### config.mk
export PLATFORM = sky130hd
export DESIGN_NAME = bus_arbiter_rr_flat
export DESIGN_NICKNAME = d
export VERILOG_FILES = /design/src/rtl/bus_arbiter_rr_if.sv /design/src/rtl/bus_arbiter_rr.sv /design/src/flat_wrapper.sv
export SDC_FILE = /design/constraint.sdc
export NUM_CORES = 1
export LEC_CHECK = 0
export CAP_MARGIN = 40
export CORE_MARGIN = 2
export CORE_UTILIZATION = 34
export DETAILED_ROUTE_END_ITERATION = 8
export GPL_ROUTABILITY_DRIVEN = 0
export PLACE_DENSITY = 0.77
export SETUP_SLACK_MARGIN = 0.4
export SYNTH_ARGS = -nofsm -noshare
export SYNTH_HDL_FRONTEND = slang
export SYNTH_SLANG_ARGS = --single-unit
### constraint.sdc
create_clock -name CLK -period 3.1 [get_ports CLK]
set_input_delay 0.62 -clock CLK [delete_from_list [all_inputs] [get_ports CLK]]
set_output_delay 0.62 -clock CLK [all_outputs]
set_load 0.1 [all_outputs]
### src/rtl/bus_arbiter_rr_if.sv
// Common-bus arbitration interface: requester-side requests and arbiter-side grant/select outputs.
// Latency: none (pure wiring bundle).
// Backpressure: none; requesters hold REQ level until they see GNT.
interface bus_arbiter_rr_if #(
  parameter int NREQ  = 4,
  parameter int DST_W = 16
);
  logic [NREQ-1:0]       REQ;
  logic [NREQ-1:0]       LOCK;
  logic [4*NREQ-1:0]     SRC;
  logic [DST_W*NREQ-1:0] DST;
  logic [NREQ-1:0]       GNT;
  logic [3:0]            BUS_SEL;
  logic [DST_W-1:0]      DST_LD;
  logic                  BUSY;
  logic                  HOLD_ERR;

  // Requester side drives requests and routing, observes the grant.
  modport master (
    output REQ, LOCK, SRC, DST,
    input  GNT, BUS_SEL, DST_LD, BUSY, HOLD_ERR
  );

  // Arbiter side samples requests, drives grant, bus select and load strobes.
  modport slave (
    input  REQ, LOCK, SRC, DST,
    output GNT, BUS_SEL, DST_LD, BUSY, HOLD_ERR
  );
endinterface

### src/rtl/bus_arbiter_rr.sv
// Round-robin owner arbiter for the 16-source common bus, with bounded bus lock.
// Latency: REQ sampled at edge k -> GNT/BUS_SEL/BUSY registered from edge k; DST_LD combinational.
// Backpressure: requesters wait on REQ until granted; a locked owner is force-released after MAX_HOLD HOLD cycles.
module bus_arbiter_rr #(
  parameter int NREQ     = 4,
  parameter int DST_W    = 16,
  parameter int MAX_HOLD = 8
) (
  input logic               CLK,
  input logic               RST_N,
  bus_arbiter_rr_if.slave   bus
);

  localparam int PW = (NREQ > 1) ? $clog2(NREQ) : 1;

  typedef enum logic [1:0] {
    S_IDLE  = 2'd0,
    S_GRANT = 2'd1,
    S_HOLD  = 2'd2
  } state_t;

  state_t          r_state;
  logic [NREQ-1:0] r_gnt;
  logic [3:0]      r_bus_sel;
  logic [PW-1:0]   r_owner;
  logic [PW-1:0]   r_ptr;
  logic [7:0]      r_hold_cnt;
  logic            r_hold_err;
  // Requesters that were force-released and have not yet dropped LOCK.
  logic [NREQ-1:0] r_blk;

  logic            w_own_req;
  logic            w_own_lock;
  logic            w_hold_exp;
  logic            w_keep;
  logic            w_force;
  logic            w_release;
  logic [PW-1:0]   w_ptr_inc;
  logic [PW-1:0]   w_ptr_arb;
  logic [NREQ-1:0] w_blk_nxt;
  logic [NREQ-1:0] w_elig;
  logic            w_win_vld;
  logic [PW-1:0]   w_win;
  logic [3:0]      w_win_src;
  logic [DST_W-1:0] w_dst_ld;

  // Decide whether the current owner keeps the bus, releases, or is force-released.
  always_comb begin
    w_own_req  = bus.REQ[r_owner];
    w_own_lock = bus.LOCK[r_owner];
    w_hold_exp = (r_state == S_HOLD) && (r_hold_cnt >= 8'(MAX_HOLD));
    w_keep     = (r_state != S_IDLE) && w_own_req && w_own_lock && !w_hold_exp;
    w_force    = (r_state == S_HOLD) && w_own_req && w_own_lock && w_hold_exp;
    w_release  = (r_state != S_IDLE) && !w_keep;
    w_ptr_inc  = (r_owner == PW'(NREQ - 1)) ? '0 : r_owner + PW'(1);
    // On release the search restarts just past the old owner, making it last in line.
    w_ptr_arb  = w_release ? w_ptr_inc : r_ptr;
    w_blk_nxt  = (r_blk & bus.LOCK) | (w_force ? (NREQ'(1) << r_owner) : '0);
    w_elig     = bus.REQ & ~w_blk_nxt;
  end

  // Round-robin search: first eligible requester starting at the arbitration pointer.
  always_comb begin : arb_search
    int idx;
    idx       = 0;
    w_win_vld = 1'b0;
    w_win     = '0;
    for (int k = 0; k < NREQ; k++) begin
      idx = int'(w_ptr_arb) + k;
      if (idx >= NREQ) idx = idx - NREQ;
      if (!w_win_vld && w_elig[idx]) begin
        w_win_vld = 1'b1;
        w_win     = PW'(idx);
      end
    end
  end

  // Source code of the arbitration winner, latched onto BUS_SEL at the grant edge.
  always_comb begin
    w_win_src = 4'd0;
    for (int i = 0; i < NREQ; i++) begin
      if (w_win == PW'(i)) w_win_src = bus.SRC[4*i +: 4];
    end
  end

  // Owner FSM: all grant-side outputs are registered here; reset clears them asynchronously.
  always_ff @(posedge CLK or negedge RST_N) begin
    if (!RST_N) begin
      r_state    <= S_IDLE;
      r_gnt      <= '0;
      r_bus_sel  <= 4'd0;
      r_owner    <= '0;
      r_ptr      <= '0;
      r_hold_cnt <= 8'd0;
      r_hold_err <= 1'b0;
      r_blk      <= '0;
    end else begin
      r_ptr      <= w_ptr_arb;
      r_blk      <= w_blk_nxt;
      r_hold_err <= w_force;
      if (w_keep) begin
        // BUS_SEL and GNT stay frozen while the owner holds the bus.
        r_state    <= S_HOLD;
        r_hold_cnt <= (r_state == S_GRANT) ? 8'd1 : r_hold_cnt + 8'd1;
      end else if (w_win_vld) begin
        r_state    <= S_GRANT;
        r_owner    <= w_win;
        r_gnt      <= NREQ'(1) << w_win;
        r_bus_sel  <= w_win_src;
        r_hold_cnt <= 8'd0;
      end else begin
        r_state    <= S_IDLE;
        r_gnt      <= '0;
        r_bus_sel  <= 4'd0;
        r_hold_cnt <= 8'd0;
      end
    end
  end

  // Load strobes follow the owner's live destination vector, gated by the grant.
  always_comb begin
    w_dst_ld = '0;
    for (int i = 0; i < NREQ; i++) begin
      w_dst_ld = w_dst_ld | (bus.DST[DST_W*i +: DST_W] & {DST_W{r_gnt[i]}});
    end
  end

  assign bus.GNT      = r_gnt;
  assign bus.BUS_SEL  = r_bus_sel;
  assign bus.DST_LD   = w_dst_ld;
  assign bus.BUSY     = |r_gnt;
  assign bus.HOLD_ERR = r_hold_err;

endmodule
### src/flat_wrapper.sv
// flat-port wrapper written by rule: the top's interface ports become plain ports
module bus_arbiter_rr_flat 
#(
  parameter int NREQ     = 4,
  parameter int DST_W    = 16,
  parameter int MAX_HOLD = 8
)
  (CLK, RST_N, bus_REQ, bus_LOCK, bus_SRC, bus_DST, bus_GNT, bus_BUS_SEL, bus_DST_LD, bus_BUSY, bus_HOLD_ERR);
  bus_arbiter_rr_if #(.NREQ(NREQ), .DST_W(DST_W)) bus_i ();
  input logic CLK;
  input logic RST_N;
  input wire logic [$bits(bus_i.REQ)-1:0] bus_REQ;
  input wire logic [$bits(bus_i.LOCK)-1:0] bus_LOCK;
  input wire logic [$bits(bus_i.SRC)-1:0] bus_SRC;
  input wire logic [$bits(bus_i.DST)-1:0] bus_DST;
  output wire logic [$bits(bus_i.GNT)-1:0] bus_GNT;
  output wire logic [$bits(bus_i.BUS_SEL)-1:0] bus_BUS_SEL;
  output wire logic [$bits(bus_i.DST_LD)-1:0] bus_DST_LD;
  output wire logic [$bits(bus_i.BUSY)-1:0] bus_BUSY;
  output wire logic [$bits(bus_i.HOLD_ERR)-1:0] bus_HOLD_ERR;
  assign bus_i.REQ = bus_REQ;
  assign bus_i.LOCK = bus_LOCK;
  assign bus_i.SRC = bus_SRC;
  assign bus_i.DST = bus_DST;
  assign bus_GNT = bus_i.GNT;
  assign bus_BUS_SEL = bus_i.BUS_SEL;
  assign bus_DST_LD = bus_i.DST_LD;
  assign bus_BUSY = bus_i.BUSY;
  assign bus_HOLD_ERR = bus_i.HOLD_ERR;
  bus_arbiter_rr #(.NREQ(NREQ), .DST_W(DST_W), .MAX_HOLD(MAX_HOLD)) u_core (.CLK(CLK), .RST_N(RST_N), .bus(bus_i));
endmodule
======== Word-level counts from Yosys, hierarchy flattened ========
Index checks and enable logic that the tools add are counted.
Widths: inputs -> output; s select.
word-level totals
  register bits ........................... 27
  output and inout bits ................... 26
operators by class
  $add $sub $neg .......................... 9
  order comparisons ....................... 10
  eq/ne operators ......................... 6
  shift operators ......................... 2
  muxes and demuxes ....................... 41
  bitwise operators ....................... 12
  reduce and logical (&&, ||, !) cells .... 20
operators with widths
  operator               count
  $lt 32x4->1 const B    4
  $mux 32                4
  $ge 32x4->1 const B    3
  $sub 32x4->32 const B  3
  $and 16x16->16         4
  $or 16x16->16          3
  $mux 4                 7
  $mux 8                 2
  $mux 1                 15
  $mux 2                 7
  $bmux 1 s2             6
  $logic_and 1x1->1      11
  $add 8x1->8 const B    1
  $and 4x4->4            2
  $eq 2x2->1 const B     4
  $ge 8x4->1 const B     1
  $shl 1x2->4 const A    2
  $add 2x2->3 const B    2
  $logic_not 1->1        5
  $eq 2x1->1 const B     2
  $not 4->4              1
  $or 4x4->4             1
  $reduce_or 4->1        1
  $sub 2x3->4 const B    1
  8 further kinds        8

======== Longest topological paths before layout ========
Gate-level depths: netlist of run 1.
  depth in word-level cells ............... 29
  depth in mapped cells ................... 13
  depth with buffers taken out ............ 12

======== Worst setup path after synthesis of run 1 ========
OpenSTA, ideal clock, no wires.
  path type ............................... input -> register
  start point ............................. in bus_REQ[0]
  end point ............................... reg u_core.r_bus_sel[3] (netlist: u_core.bus.BUS_SEL[3])
  arrival time ............................ 3.003 ns
  path slack .............................. 0.025 ns
  stages on the path ...................... 11
  path buffers ............................ 2
  cell sequence ........................... nand2_4 > mux4_2 > mux2_1 > or3_1 > buf_6 > or3_4 > o211ai_4 > buf_8 > mux2i_1 > or3_1 > nand3_1
between the ends
  cells in the longest elaborated chain, start to end .. 29
  elaborated cells on any way between the ends .. 65
  those cells by class .................... 7 x add/sub; 4 x order compare; 3 x eq/ne; 33 x mux; 3 x bitwise; 15 x reduce/logical
ends and longest elaborated chain
  item                                                    RTL line               source
  from (decl)                                             flat_wrapper.sv:12     input wire logic [$bits(bus_i.REQ)-1:0] bus_REQ;
  $bmux 1 s2 *                                            bus_arbiter_rr.sv:49   w_own_req = bus.REQ[r_owner];
  $mux 1 (implied by the code) *                          bus_arbiter_rr.sv:49
  $logic_and 1x1->1 * (3 in series)                       bus_arbiter_rr.sv:52   w_keep = (r_state != S_IDLE) && w_own_req && w_own_lock && !w_hold_exp;
  $logic_not 1->1 *                                       bus_arbiter_rr.sv:54   w_release = (r_state != S_IDLE) && !w_keep;
  $logic_and 1x1->1 *                                     bus_arbiter_rr.sv:54
  $mux 2 *                                                bus_arbiter_rr.sv:57   w_ptr_arb = w_release ? w_ptr_inc : r_ptr;
  net u_core.w_ptr_arb[0]                                 bus_arbiter_rr.sv:39   logic [PW-1:0] w_ptr_arb;
  branches (longest 20 deep; another with $sub 32x4->32)  -
  $mux 4 *                                                bus_arbiter_rr.sv:105  end else if (w_win_vld) begin
  to (signal assigned)                                    bus_arbiter_rr.sv:109  r_bus_sel <= w_win_src;
  to (decl)                                               bus_arbiter_rr.sv:24   logic [3:0] r_bus_sel;
Mark *: on every way through the listed nets, which the timed path passes. The select of a mux whose other input is x is not followed.
A chain may end at the register's enable or synchronous reset.

======== Worst setup path in the final report of run 1 ========
  start point ............................. reg u_core.r_owner[0]
  end point ............................... reg u_core.r_bus_sel[0] (netlist: u_core.bus.BUS_SEL[0])
between the ends
  cells in the longest elaborated chain, start to end .. 29
  elaborated cells on any way between the ends .. 71
  those cells by class .................... 8 x add/sub; 4 x order compare; 4 x eq/ne; 1 x shift; 36 x mux; 3 x bitwise; 15 x reduce/logical
ends and longest elaborated chain
  item                                                    RTL line               source
  from (decl)                                             bus_arbiter_rr.sv:25   logic [PW-1:0] r_owner;
  from (signal assigned)                                  bus_arbiter_rr.sv:107  r_owner <= w_win;
  branches (longest 29 deep; another with $sub 32x4->32)  -
Several ways; the timed one is not identified. The select of a mux whose other input is x is not followed.

==> run summary, run 1 <==
The logs give 433 for the number of standard cells in the final layout excluding fillers and 0.624 for the share of the core filled with cells. On the critical path, the stage with the largest delay is an instance of sky130_fd_sc_hd__mux4_2. The netlist area before placement came out at 0.00195 sq mm.

The end point of the worst hold path was u_core.r_blk[3]. In this run, CTS created clock tree buffers numbering 3. The largest stage delay on the critical path came out at 0.58 ns. The number of cells on the worst reg-to-reg path is 10. Remaining global-route overflow: 0.

For the count of mapped cells out of synthesis, the log shows 223. The logs give 0 for the initial antenna violation count and 0 for the count of maximum capacitance violations. The die is 79.8 um tall. The tools report the wire length of the first global-routing pass as 10700 um. Summed over all cells, the static leakage comes to 1.58 nW. For this block, the initial DRC count from the detailed router was 140. The most numerous cell on the critical path was sky130_fd_sc_hd__or3_4. The number of placement rows is 27, and the cell depth of the worst hold path is 2. For the clock latency on the worst-skew pair, the log shows 0.27 ns.

The number of antenna cells inserted is 0. The summed negative setup slack over all endpoints came out at 0 ns. At the worst endpoint, the arrival time is 3.21 ns. The instance area at placement is 0.00328 sq mm. Dividing the synthesized area by the synthesized cell count gives 8.75 sq um. Final critical delay including setup and external delays: 3.00 ns. Family with the most delay on the worst path: simple AND/OR/NAND/NOR gates. Leaving out fill and tap cells, the most frequent cells in the layout are 81 x sky130_fd_sc_hd__clkdlybuf4s50_1, 53 x sky130_fd_sc_hd__buf_4, 36 x sky130_fd_sc_hd__a22oi_1, 29 x sky130_fd_sc_hd__nand2_1, 27 x sky130_fd_sc_hd__dfrtp_1. After routing the design area is 0.00345 sq mm.

STA classifies the critical path startpoint as a flip-flop. Pin placement for this block handled 116 I/O pins. The Yosys step of the flow raised 0 warnings. The run gives 3.31 ns as the required time reported for the critical path endpoint. By startpoint and endpoint, the worst setup path is classified as reg -> reg. The signal on the critical path passes through inv_2, mux4_2, mux2_4, or3_4, or3_4, o211ai_4, buf_6, mux2i_1, or3_1, nand3_1. The worst reg2reg path endpoint is u_core.bus.BUS_SEL[0]. In this run the worst path has a maximum fanout of 8. The share of synthesized flip-flops with an asynchronous set or reset was 1.00.

Counting along the longest clock path gives a buffer depth of 2. For the max-slew violation count, the log shows 0. Setup repair after global routing could not meet its margin everywhere. In this run the most critical hold path is launched from u_core.r_blk[3]. From left edge to right edge, the die measures 79.8 um. The worst IR drop on VDD is 673 uV, and the hold slack is 0.489 ns.

The flip-flop cell with the highest count after synthesis was sky130_fd_sc_hd__dfrtp_1. The count of flip-flops with a built-in enable after synthesis is 0. In this run the register-to-register setup slack is 0.10 ns. The type of the tightest min-delay check was reg -> reg.

Fill cells in the final layout number 487. In this run, placement finished with an instance count of 418. The run gives 28 as the pin count of the biggest net entering global routing. The tools report the startpoint of the worst register-to-register path as u_core.r_owner[0]. Synthesis produced a netlist with a net count of 319. The tools report the type of element capturing the critical path as a flip-flop. The first-pass iteration count of the detailed router is 4, and the number of distinct library cells after synthesis is 47. The post-route antenna net violation count is 0.

The layout cell share with drive strength beyond 1 was 0.291. For the final database, setup skew stands at 0.00230 ns. Clock-pin slew was measured on the worst setup and hold paths at 0.09 ns. After floorplanning, the core was sized to cover 0.00554 sq mm. The most common cell after layout, fill and taps aside is sky130_fd_sc_hd__clkdlybuf4s50_1.

The part of the Yosys area used for sequential elements is 0.346, and the post-synthesis register bit count is 27. The synthesis-to-finish area growth works out to 77.0%. The overall power after layout is 4.06 mW.

In this run the power density over the cells is 1180 mW/mm^2. The worst slew margin relative to its limit was 0.528. In this run the clock root is driven by a sky130_fd_sc_hd__clkbuf_8. Static timing analysis puts the maximum clock frequency at 334 MHz. For this design, the sink count on the clock tree is 27. The starting utilization of the core area is 0.352, and the setup violation total in the final timing report is 0. In the routed design, unresolved DRC markers number 0. The critical path contains buffers and inverters numbering 2 combined. For the pin with the worst max-slew slack, the measured transition is 0.708 ns. The number of global-route vias before repair is 2276, and the H-tree level count is 1.

The flow ran to the end, and the final reports show no timing, DRC or antenna violations. The period utilization is 0.966. In the routed layout, each cell is associated on average with a via count of 5.15. The setup slack at placement came out at -0.524 ns. Across all layers, the routed design uses 2231 vias. For the aggregate global-route resource usage, the log shows 0.210. The average wire length per cell after detail routing is 16.1 um.

TritonCTS built the clock tree. The post-layout net count was 458; the total wire length was 6950 um. Count of port buffers added during placement: 115. The overall die area is 0.00636 sq mm, and the worst path setup slack after routing is 0.105 ns. After legalization and detailed placement, the total HPWL measured 5210 um. The final hold violation count came out at 0.
## layout make-up
cell class | count | area [sq um] | area share
clock inverter | 1 | 5.00 | 0.00145
clock buffer | 3 | 41.3 | 0.0120
sequential | 27 | 676 | 0.196
inverter | 7 | 26.3 | 0.00761
timing repair buffer | 149 | 1330 | 0.384
multi-input combinational | 174 | 1290 | 0.373
tap | 72 | 90.1 | 0.0261
## worst max-delay path by stage
| stage | from | slack [ns] | endpoint | depth (start not counted) |
|---|---|---|---|---|
| after global routing | u_core.r_owner[0] | 0.01 | u_core.bus.BUS_SEL[3] | 10 |
| after floorplan | bus_REQ[0] | 0.1 | u_core.bus.BUS_SEL[3] | 12 |
| after CTS | u_core.r_owner[0] | 0.12 | u_core.bus.BUS_SEL[2] | 9 |
| after global placement | bus_REQ[0] | -0.45 | u_core.bus.BUS_SEL[0] | 12 |
| after detailed placement | bus_REQ[0] | -0.52 | u_core.bus.BUS_SEL[3] | 11 |
| final | u_core.r_owner[0] | 0.10 | u_core.bus.BUS_SEL[0] | 10 |
## logic make-up (layout without fill, tap and decap cells)
group / count (synthesis) / in the layout / share of synthesized area
flops: 27 / 27 / 0.346
xor+xnor: 6 / 6 / 0.0269
mux: 10 / 10 / 0.0609
simple gates: 91 / 91 / 0.234
fa+ha+maj: 6 / 6 / 0.0385
compound gates: 61 / 61 / 0.238
buf+inv: 22 / 160 / 0.0558
## tightest hold or removal path: stages (launching register included)
cell,delay (ns)
sky130_fd_sc_hd__dfrtp_1,0.33
sky130_fd_sc_hd__nand2_1,0.07
sky130_fd_sc_hd__nand2_1,0.06
## synth_stat cells, types with 2 or more instances
cell type | count | share of area
sky130_fd_sc_hd__o22ai_1 | 2 | 0.0064
sky130_fd_sc_hd__nor2_1 | 14 | 0.027
sky130_fd_sc_hd__a21o_1 | 2 | 0.0077
sky130_fd_sc_hd__buf_6 | 2 | 0.012
sky130_fd_sc_hd__nand2b_1 | 3 | 0.0096
sky130_fd_sc_hd__and3_1 | 3 | 0.0096
sky130_fd_sc_hd__inv_1 | 5 | 0.0096
sky130_fd_sc_hd__ha_1 | 6 | 0.038
sky130_fd_sc_hd__nand2_1 | 39 | 0.075
sky130_fd_sc_hd__a21oi_1 | 5 | 0.013
sky130_fd_sc_hd__or4_1 | 2 | 0.0077
sky130_fd_sc_hd__a22oi_1 | 36 | 0.14
sky130_fd_sc_hd__nor3b_1 | 4 | 0.015
sky130_fd_sc_hd__clkbuf_1 | 11 | 0.021
sky130_fd_sc_hd__xor2_1 | 5 | 0.022
sky130_fd_sc_hd__or3_1 | 5 | 0.016
sky130_fd_sc_hd__o21ai_0 | 5 | 0.013
sky130_fd_sc_hd__nand3_1 | 10 | 0.026
sky130_fd_sc_hd__nand4_1 | 4 | 0.013
sky130_fd_sc_hd__dfrtp_1 | 27 | 0.35
sky130_fd_sc_hd__mux2i_1 | 7 | 0.036
## registers in the layout (all words and copies together) (netlist names)
| name | count |
|---|---|
| u_core.bus.BUS_SEL | 4 |
| u_core.bus.GNT | 4 |
| u_core.bus.HOLD_ERR | 1 |
| u_core.r_blk | 4 |
| u_core.r_hold_cnt | 8 |
| u_core.r_owner | 2 |
| u_core.r_ptr | 2 |
| u_core.r_state | 2 |
## layer usage
metal	GRT usage	wire length, um	up-vias
met2	0.362	3660	57
met1	0.288	3020	1073
met5	0	0	-
met4	0.0492	41	0
li1	-	-	1097
met3	0.0136	236	4
## report_power, final
group	leakage, nW	total [mW]	switching (mW)	internal, mW
logic	1.21	3.22	2.07	1.15
registers	0.352	0.645	0.195	0.450
clock network	0.0255	0.202	0.112	0.0901
## timing repair
action	CTS	global route
gates resized for setup	44	9
setup endpoints to repair	11	9
pin swaps	6	11
hold buffers	0	0
setup buffers	6	5
No activity file was read; power rests on OpenSTA's default activity.
==> inputs of run 2 (changes only) <==
--- a/config.mk
+++ b/config.mk
@@ -8,9 +8,10 @@
 export CAP_MARGIN = 40
 export CORE_MARGIN = 2
 export CORE_UTILIZATION = 34
+export CTS_CLUSTER_SIZE = 16
 export DETAILED_ROUTE_END_ITERATION = 8
 export GPL_ROUTABILITY_DRIVEN = 0
-export PLACE_DENSITY = 0.77
+export PLACE_DENSITY = 0.81
 export SETUP_SLACK_MARGIN = 0.4
 export SYNTH_ARGS = -nofsm -noshare
 export SYNTH_HDL_FRONTEND = slang
==> run summary, run 2 (synthesis results as in run 1) <==
The critical path goes through inv_2, mux4_2, buf_4, mux2i_1, or3_4, or3_4, o211ai_4, buf_6, mux2i_1, or3_1, nand3_1. The clock reaches the later pin of the worst-skew pair after 0.28 ns. The post-layout net count is 464, and the number of global-route vias before repair is 2193. Setup repair after global routing could not meet its margin everywhere. The type of the tightest min-delay check was reg -> reg. From left edge to right edge, the die measures 79.8 um. The tools report the share of the core filled with cells as 0.629.

Across the routed clock network, the largest skew measured is 0.0113 ns. The root buffer cell is sky130_fd_sc_hd__clkbuf_8. The number of antenna diodes in the final layout is 0.

Setup violations remaining at the end of the flow were counted as 0. The cell depth of the worst hold path came out at 2. In this run the tool buffered the top-level ports with 115 buffer cells. The clock-pin slew of the registers on the worst-case setup and hold paths was 0.10 ns; the total wire length was 6780 um. The most common cell after layout, fill and taps aside is sky130_fd_sc_hd__clkdlybuf4s50_1. Leaving out fill and tap cells, the most frequent cells in the layout are 81 x sky130_fd_sc_hd__clkdlybuf4s50_1, 62 x sky130_fd_sc_hd__buf_4, 36 x sky130_fd_sc_hd__a22oi_1, 29 x sky130_fd_sc_hd__nand2_1, 27 x sky130_fd_sc_hd__dfrtp_1. The number of buffers and inverters on the critical path is 3. The initial antenna violation count was 0; the critical-path maximum fanout was 4.

The tools report the H-tree level count as 1. The die covers 0.00636 sq mm. The aggregate global-route resource usage is 0.208.

TritonCTS built the clock tree. Setup total negative slack on the finished layout was measured at 0 ns. The period utilization works out to 0.941. Relative to the synthesized area, the layout overhead comes to 78.4%. IR analysis of the VDD net gives a maximum drop of 735 uV. In the routed layout, each cell is associated on average with a via count of 5.06.

For the starting utilization of the core area, the log shows 0.352. The wire length of the first global-routing pass was 10600 um. The register containing the most flip-flops in the final layout was u_core.r_hold_cnt. Total number of cells along the worst setup path: 11. The run gives 0.00554 sq mm as the placeable core region. The clock passes through at most 2 buffers.

Number of flip-flops in the largest register: 8. The design draws 4.12 mW. The layout cell share with drive strength beyond 1 was 0.302; the average wire length per cell after detail routing was 15.4 um.

The first TritonRoute pass finished after 4 iterations. The kind of critical path is reg -> reg. The worst slew margin relative to its limit was 0.535. The floorplan step set the die height to 79.8 um.

Global routing finished with a remaining overflow of 0. The initial DRC count came out at 153. Family with the most delay on the worst path: simple AND/OR/NAND/NOR gates. For this run, the slowest stage of the critical path takes 0.56 ns.

The largest individual stage delay along the critical path comes from the cell sky130_fd_sc_hd__mux4_2. The flow ran to the end, and the final reports show no timing, DRC or antenna violations. Measured in cells, the most critical reg-to-reg path has a length of 11. The run gives 3.14 ns as the data arrival time at the worst-slack endpoint.

Once detail routing completed, the nets flagged for antenna violations numbered 0. In this run, post-CTS hold repair placed 0 buffers. The total I/O pin count was 116. The number of placement rows is 27, and the pin count of the biggest net entering global routing is 28.

The final hold violation count came out at 0. The tools report the max-slew violation count as 0. The clock net in this run drives a total of 27 sinks. Clock tree synthesis inserted a total of 3 buffers. In this run the power density over the cells is 1180 mW/mm^2. Across all layers, the routed design uses 2220 vias. Max-cap violations in this run came to 0. After detailed routing, the number of remaining DRC violations is 0. The required time reported for the critical path endpoint came out at 3.33 ns. The worst setup path is captured at a flip-flop. For the pin with the worst max-slew slack, the measured transition is 0.698 ns.

The worst path needs 2.92 ns of the cycle, external delays included. Static timing analysis puts the maximum clock frequency at 343 MHz. For this design the static power due to leakage is 1.61 nW.

The post-detailed-placement half-perimeter wirelength is 5050 um. Element type at the critical path start: a flip-flop.
run 2: cell type report:
type                    count  area, sq um
well taps                  72         90.1
fillers                   494         2060
inverters                   7         26.3
clock inverters             1         8.76
clock buffers               3         41.3
repair buffers            155         1360
flip-flops and latches     27          676
multi-input cells         174         1280
run 2: routing by layer:
metal,global-route usage,share of wire,vias up
li1,-,-,1103
met1,0.291,0.44,1070
met2,0.341,0.53,43
met3,0.0351,0.028,4
met4,0.0407,0.0075,0
met5,0,0,-
run 2: worst paths after layout:
path | from | end | slack, ns
setup reg to reg | u_core.r_owner[0] | u_core.bus.BUS_SEL[2] | 0.18
hold reg to reg | u_core.r_blk[0] | u_core.r_blk[0] | 0.48
min in group asynchronous | RST_N | u_core.r_hold_cnt[3] | 0.70
setup / recovery | u_core.r_owner[0] | u_core.bus.BUS_SEL[2] | 0.18
max in group asynchronous | RST_N | u_core.r_blk[1] | 2.14
hold / removal | u_core.r_blk[0] | u_core.r_blk[0] | 0.48
run 2: report_power, final:
group / internal [mW] / switching, mW
logic: 1.20 / 2.07
clock network: 0.0945 / 0.119
registers: 0.450 / 0.190
total: 1.74 / 2.38
run 2: per-stage QoR:
step	hold slack, ns	instances	area (sq um)	setup slack (ns)
2_1_floorplan	0.324	223	2010	0.0990
3_3_place_gp	0.459	421	3300	-0.486
3_5_place_dp	0.462	421	3300	-0.514
4_1_cts	0.485	434	3420	0.164
5_1_grt	0.523	439	3480	0.0721
6_report	0.479	439	3480	0.184
run 2: worst register-to-register path: stages, from the launching register on:
cell                       delay (ns)
sky130_fd_sc_hd__dfrtp_1         0.40
sky130_fd_sc_hd__inv_2           0.08
sky130_fd_sc_hd__mux4_2          0.56
sky130_fd_sc_hd__buf_4           0.17
sky130_fd_sc_hd__mux2i_1         0.12
sky130_fd_sc_hd__or3_4           0.43
sky130_fd_sc_hd__or3_4           0.39
sky130_fd_sc_hd__o211ai_4        0.12
sky130_fd_sc_hd__buf_6           0.15
sky130_fd_sc_hd__mux2i_1         0.06
sky130_fd_sc_hd__or3_1           0.31
sky130_fd_sc_hd__nand3_1         0.07
run 2: what timing repair did:
item | 4_1_cts | 5_1_grt
setup buffers | 9 | 5
resized for setup | 43 | 4
endpoints found under the setup margin | 11 | 10
pin swaps | 8 | 4
hold endpoints to repair | 0 | 0
